<file path="src/rtl/exec_adcx_mp_pkg.sv">
// Shared definitions for the multi-precision add/subtract-with-carry unit.
package exec_adcx_mp_pkg;

  // Flag vector layout: {overflow, sign, zero, carry}
  localparam int unsigned W_FLAGS = 4;
  localparam int unsigned FLAG_C  = 0;
  localparam int unsigned FLAG_Z  = 1;
  localparam int unsigned FLAG_S  = 2;
  localparam int unsigned FLAG_V  = 3;

  typedef enum logic [1:0] {
    StIdle = 2'd0,
    StRun  = 2'd1,
    StDone = 2'd2
  } state_e;

endpackage

</file>
<file path="src/rtl/exec_adcx_limb.sv">
// One limb of the add/subtract chain. Subtraction is a + ~b + cin; the
// overflow output is only meaningful when this is the most significant limb.
module exec_adcx_limb
  import exec_adcx_mp_pkg::*;
#(
  parameter int unsigned W_LIMB = 32
) (
  input  logic [W_LIMB-1:0] a_i,
  input  logic [W_LIMB-1:0] b_i,
  input  logic              minus_i,
  input  logic              cin_i,
  output logic [W_LIMB-1:0] sum_o,
  output logic              cout_o,
  output logic              ovf_o
);

  logic [W_LIMB-1:0] b_eff;
  logic [W_LIMB:0]   full;

  // Limb sum with carry out; overflow when equal-signed inputs give a differently signed sum
  always_comb begin
    b_eff  = minus_i ? ~b_i : b_i;
    full   = {1'b0, a_i} + {1'b0, b_eff} + {{W_LIMB{1'b0}}, cin_i};
    sum_o  = full[W_LIMB-1:0];
    cout_o = full[W_LIMB];
    ovf_o  = (a_i[W_LIMB-1] == b_eff[W_LIMB-1]) && (sum_o[W_LIMB-1] != a_i[W_LIMB-1]);
  end

endmodule

</file>
<file path="src/rtl/exec_adcx_mp.sv">
// Multi-precision ADC/SBC execution unit. Operands are captured on accept and
// processed one limb per cycle, LSB first; the result is held until taken.
module exec_adcx_mp #(
  parameter int unsigned W_LIMB  = 32,
  parameter int unsigned N_LIMBS = 4,
  parameter int unsigned W_FLAGS = 4
) (
  input  logic                      clk_i,
  input  logic                      rst_n_i,
  input  logic                      req_valid_i,
  output logic                      req_ready_o,
  input  logic [N_LIMBS*W_LIMB-1:0] opr0_i,
  input  logic [N_LIMBS*W_LIMB-1:0] opr1_i,
  input  logic                      minus_i,
  input  logic                      use_carry_i,
  input  logic [W_FLAGS-1:0]        flags_i,
  output logic                      res_valid_o,
  input  logic                      res_ready_i,
  output logic [N_LIMBS*W_LIMB-1:0] result_o,
  output logic [W_FLAGS-1:0]        flags_o
);
  import exec_adcx_mp_pkg::*;

  localparam int unsigned W_TOTAL = N_LIMBS * W_LIMB;
  localparam int unsigned CNT_W   = (N_LIMBS > 1) ? $clog2(N_LIMBS) : 1;
  localparam logic [CNT_W-1:0] LAST_LIMB = CNT_W'(N_LIMBS - 1);

  state_e              state_q, state_d;
  logic [CNT_W-1:0]    cnt_q, cnt_d;
  logic [W_TOTAL-1:0]  opr0_q, opr0_d;
  logic [W_TOTAL-1:0]  opr1_q, opr1_d;
  logic                minus_q, minus_d;
  logic                carry_q, carry_d;
  logic                zero_q, zero_d;
  logic [W_TOTAL-1:0]  res_q, res_d;
  logic [W_FLAGS-1:0]  flags_q, flags_d;

  logic [W_LIMB-1:0]   a_k, b_k, sum_k;
  logic                cout_k, ovf_k;

  // Only the carry/borrow bit of the incoming flags is consumed
  logic                unused_flags;
  assign unused_flags = ^flags_i[W_FLAGS-1:1];

  // Select the operand limbs addressed by the limb counter
  always_comb begin
    a_k = '0;
    b_k = '0;
    for (int i = 0; i < int'(N_LIMBS); i++) begin
      if (cnt_q == CNT_W'(i)) begin
        a_k = opr0_q[i*W_LIMB +: W_LIMB];
        b_k = opr1_q[i*W_LIMB +: W_LIMB];
      end
    end
  end

  exec_adcx_limb #(
    .W_LIMB (W_LIMB)
  ) u_limb (
    .a_i     (a_k),
    .b_i     (b_k),
    .minus_i (minus_q),
    .cin_i   (carry_q),
    .sum_o   (sum_k),
    .cout_o  (cout_k),
    .ovf_o   (ovf_k)
  );

  // FSM next state and datapath register updates
  always_comb begin
    state_d = state_q;
    cnt_d   = cnt_q;
    opr0_d  = opr0_q;
    opr1_d  = opr1_q;
    minus_d = minus_q;
    carry_d = carry_q;
    zero_d  = zero_q;
    res_d   = res_q;
    flags_d = flags_q;

    case (state_q)
      StIdle: begin
        if (req_valid_i) begin
          opr0_d  = opr0_i;
          opr1_d  = opr1_i;
          minus_d = minus_i;
          // Subtraction is a + ~b + 1, so an incoming borrow cancels the +1
          carry_d = minus_i ^ (use_carry_i & flags_i[0]);
          cnt_d   = '0;
          res_d   = '0;
          zero_d  = 1'b1;
          state_d = StRun;
        end
      end

      StRun: begin
        carry_d = cout_k;
        zero_d  = zero_q & (sum_k == '0);
        for (int i = 0; i < int'(N_LIMBS); i++) begin
          if (cnt_q == CNT_W'(i)) begin
            res_d[i*W_LIMB +: W_LIMB] = sum_k;
          end
        end
        if (cnt_q == LAST_LIMB) begin
          flags_d         = '0;
          flags_d[FLAG_C] = minus_q ^ cout_k;
          flags_d[FLAG_Z] = zero_d;
          flags_d[FLAG_S] = sum_k[W_LIMB-1];
          flags_d[FLAG_V] = ovf_k;
          cnt_d           = '0;
          state_d         = StDone;
        end else begin
          cnt_d = cnt_q + CNT_W'(1);
        end
      end

      StDone: begin
        if (res_ready_i) begin
          state_d = StIdle;
        end
      end

      default: begin
        state_d = StIdle;
      end
    endcase
  end

  // State and datapath registers with synchronous active-low reset
  always_ff @(posedge clk_i) begin
    if (!rst_n_i) begin
      state_q <= StIdle;
      cnt_q   <= '0;
      opr0_q  <= '0;
      opr1_q  <= '0;
      minus_q <= 1'b0;
      carry_q <= 1'b0;
      zero_q  <= 1'b0;
      res_q   <= '0;
      flags_q <= '0;
    end else begin
      state_q <= state_d;
      cnt_q   <= cnt_d;
      opr0_q  <= opr0_d;
      opr1_q  <= opr1_d;
      minus_q <= minus_d;
      carry_q <= carry_d;
      zero_q  <= zero_d;
      res_q   <= res_d;
      flags_q <= flags_d;
    end
  end

  assign req_ready_o = (state_q == StIdle);
  assign res_valid_o = (state_q == StDone);
  assign result_o    = res_q;
  assign flags_o     = flags_q;

endmodule

</file>
<file path="config.mk">
export PLATFORM = sky130hd
export DESIGN_NAME = exec_adcx_mp
export DESIGN_NICKNAME = d
export VERILOG_FILES = /design/src/rtl/exec_adcx_mp_pkg.sv /design/src/rtl/exec_adcx_limb.sv /design/src/rtl/exec_adcx_mp.sv
export SDC_FILE = /design/constraint.sdc
export NUM_CORES = 1
export LEC_CHECK = 0
export ABC_CLOCK_PERIOD_IN_PS = 7450
export CORE_ASPECT_RATIO = 1.1
export CORE_UTILIZATION = 37
export DETAILED_ROUTE_END_ITERATION = 8
export GPL_TIMING_DRIVEN = 0
export PLACE_DENSITY = 0.66
export REMOVE_ABC_BUFFERS = 1
export SLEW_MARGIN = 25
export SYNTH_ARGS = -nofsm -noshare
export SYNTH_HDL_FRONTEND = slang
export SYNTH_SLANG_ARGS = --single-unit
</file>
<file path="constraint.sdc">
create_clock -name clk_i -period 7.45 [get_ports clk_i]
set_input_delay 0.745 -clock clk_i [delete_from_list [all_inputs] [get_ports clk_i]]
set_output_delay 0.745 -clock clk_i [all_outputs]
set_load 0.01 [all_outputs]
</file>
==> reports/metrics.cfg <==
[status]
status=completed

[route]
first_pass_iters=5
drtAntennaViolNets=0
routed_wl_um=60570
drc_errors=0
drt_iter0_markers=1192
wl_per_cell_um=17.23
num_vias=18544
via_per_inst=5.276

[finish]
fin_util=0.5005
areaGrowthSynthToFinish_pct=33.28
nNetsFinal=3136
drive_gt1_frac=0.04369

[synth]
postSynthRegisterBits=395
synthTopCellsByArea=dfxtp_1 43%, nand2_1 15%, a21oi_1 13%, nor2_1 5.9%, clkbuf_1 3.7%
postSynthCellCount=2570
synth-compound-area-share=0.2257
synth_xor_area_frac=0.02468
ys.flop_type=dfxtp_1
ys_top_cells_by_count=735 x nand2_1, 470 x a21oi_1, 395 x dfxtp_1, 290 x nor2_1, 182 x clkbuf_1
synth_edf_count=0
synth_cell_types=68
synthArstFlopShare=0
seq_area_frac_synth=0.4285
netlist_area_mm2=0.01845
synth_adder_area_share=0.02590
synth_area_per_cell_um2=7.180
synthSimpleGateAreaFrac=0.2459
synth.most_common_cell=nand2_1
synth_top_area_cell=dfxtp_1
synth_mux_area_frac=0.004475
yosysTopAreaCellShare=0.4285
synth_top_family_by_area=simple AND/OR/NAND/NOR gates
yosys_warnings=0

[power_and_ir_drop]
leakage_nw=9.325
irDropWorstVdd_uv=134.4
power_density_mw_per_mm2=222.2
total_power_mw=5.465

[floorplanning]
dieHeight_um=236.2
die_w_um=214.9
io_pins=400
num_rows=85
core-area_mm2=0.04913
initial_core_util=0.3756
die_area_mm2=0.05077

[timing]
fin_tns_setup_ns=0
post-route-period-util=0.6966
min_period_ns=5.190
tightest_slew_ns=0.9333
setup_viol=0
fmax_ghz=0.1927
grt_setup_unrepaired=no
slew_viol_final=0
max_slew_margin=0.3778
hold-worst-slack_ns=0.4506
skew_ns=0.009216
hold_viol_final=0

[setup_path]
cp.required_ns=7.94
max_stage_delay_ns=0.59
arrival_ns=5.68
cp_max_fo=36
cp_top_family=compound AO/OA/AOI/OAI gates
critPathKind=reg -> reg
path_cells=inv_1 > ha_4 > buf_12 > nand2_1 > nor2_1 > a21oi_1 > nor2_1 > a21oi_1 > o21ai_0 > xor2_1 > ha_1 > a21o_1 > a211oi_1 > o211ai_1 > or3_1 > a211oi_1 > nor3_1 > nor4_1 > nand2b_1 > o21ai_1
endpoint_kind=flip-flop
startpoint_type=flip-flop
cp_num_buf_inv=2
slowest_stage=a211oi_1

[clock_tree]
ctsResizeCount=0
cts-hold-fix-buffers=0
clock_latency_ns=0.56
cts_setup_buffers=0
cts_tree=done
htree_num_levels=2
cts_made_buffers=42
cts_max_path_buffers=3
clockRootBuffer=clkbuf_16
path_clk_slew_ns=0.06
clock-sinks=395

[hold_path]
hold_class=reg -> reg

[run]
cap_violations=0

[place]
portBuffers=396
gp_routability_congestion=0.8759
place_hpwl_um=42660

[global_route]
grt_pass1_vias=17300
grt_pass1_wl_um=93650
grt.overflow.total=0
grt.total_usage=0.2294
antenna_found_initial=2
grt_max_degree=104

==> power by group <==
| group | leakage [nW] | switching (mW) | internal, mW | total, mW |
|---|---|---|---|---|
| logic | 5.43 | 0.646 | 0.465 | 1.11 |
| clock network | 0.665 | 0.858 | 1.21 | 2.07 |
| registers | 3.23 | 0.0596 | 2.23 | 2.29 |
==> worst reg2reg max path, cell delays in order, from the launching register on <==
cell and delay (ns):
dfxtp_1 0.37, inv_1 0.21, ha_4 0.53, buf_12 0.32, nand2_1 0.11, nor2_1 0.09
a21oi_1 0.05, nor2_1 0.11, a21oi_1 0.05, o21ai_0 0.31, xor2_1 0.12, ha_1 0.47
a21o_1 0.25, a211oi_1 0.59, o211ai_1 0.16, or3_1 0.39, a211oi_1 0.34, nor3_1 0.11
nor4_1 0.27, nand2b_1 0.11, o21ai_1 0.14
==> cells by family (layout without fill, tap and decap cells) <==
| kind of cell | Yosys count | count (layout) |
|---|---|---|
| xor+xnor | 52 | 52 |
| mux | 8 | 8 |
| other cells | 0 | 2 |
| flops | 395 | 395 |
| fa+ha+maj | 37 | 37 |
| buf+inv | 216 | 507 |
| simple gates | 1135 | 1135 |
| compound gates | 727 | 727 |
==> state kept, by name, indices dropped and copies added, names as in the netlist <==
signal	count
state_q	2
zero_q	1
minus_q	1
cnt_q	2
result_o	128
carry_q	1
opr0_q	128
flags_o	4
opr1_q	128
==> layout make-up <==
| type | count | area [um2] |
|---|---|---|
| fillers | 4812 | 24540 |
| inverters | 13 | 53.80 |
| repair buffers | 422 | 4612 |
| flip-flops and latches | 395 | 7909 |
| clock buffers | 64 | 1275 |
| well taps | 652 | 815.8 |
| multi-input cells | 1959 | 9852 |
| diodes | 2 | 5.005 |
| clock inverters | 8 | 71.32 |
==> path summary, 6_finish.rpt <==
| kind | from | to | slack [ns] | cells after the start |
|---|---|---|---|---|
| worst max register to register | cnt_q[0] | zero_q | 2.26 | 20 |
| worst max-delay path | cnt_q[0] | zero_q | 2.26 | 20 |
| worst min-delay path | result_o[113] | result_o[113] | 0.45 | 2 |
| worst min register to register | result_o[113] | result_o[113] | 0.45 | 2 |
==> stage by stage <==
stage,std cells,setup slack (ns),instance area (um2)
3_5_place_dp,3441,2.025,23230
5_1_grt,3515,1.669,24590
6_report,3515,2.260,24590
4_1_cts,3513,2.003,24580
3_3_place_gp,3415,-8.333,22450
2_1_floorplan,2367,-0.5068,17670
==> metal layers <==
| layer | wire (um) | vias up | share of wire | GRT usage |
|---|---|---|---|---|
| met1 | 26440 | 8740 | 0.44 | 0.2940 |
| met3 | 3321 | 99 | 0.055 | 0.03250 |
| met4 | 1548 | 0 | 0.026 | 0.07381 |
| li1 | - | 9151 | - | - |
| met5 | 0 | - | 0 | 0 |
| met2 | 29270 | 554 | 0.48 | 0.3943 |
==> placed cells by master (no fill, tap or decap), drive strengths merged, types with 7 or more instances in the layout <==
master,instances
a21oi,473
nand2,736
ha,35
nand2b,8
xor2,42
and2,17
xnor2,10
nor2,290
a211oi,10
clkbuf,64
nand4,9
nand3,16
and3,8
clkdlybuf4s50,396
a22oi,78
inv,13
o21ai,86
o211ai,10
nor3,16
buf,26
dfxtp,395
a21o,15
o21a,7
Note: power is estimated with default switching activity, not from simulation.
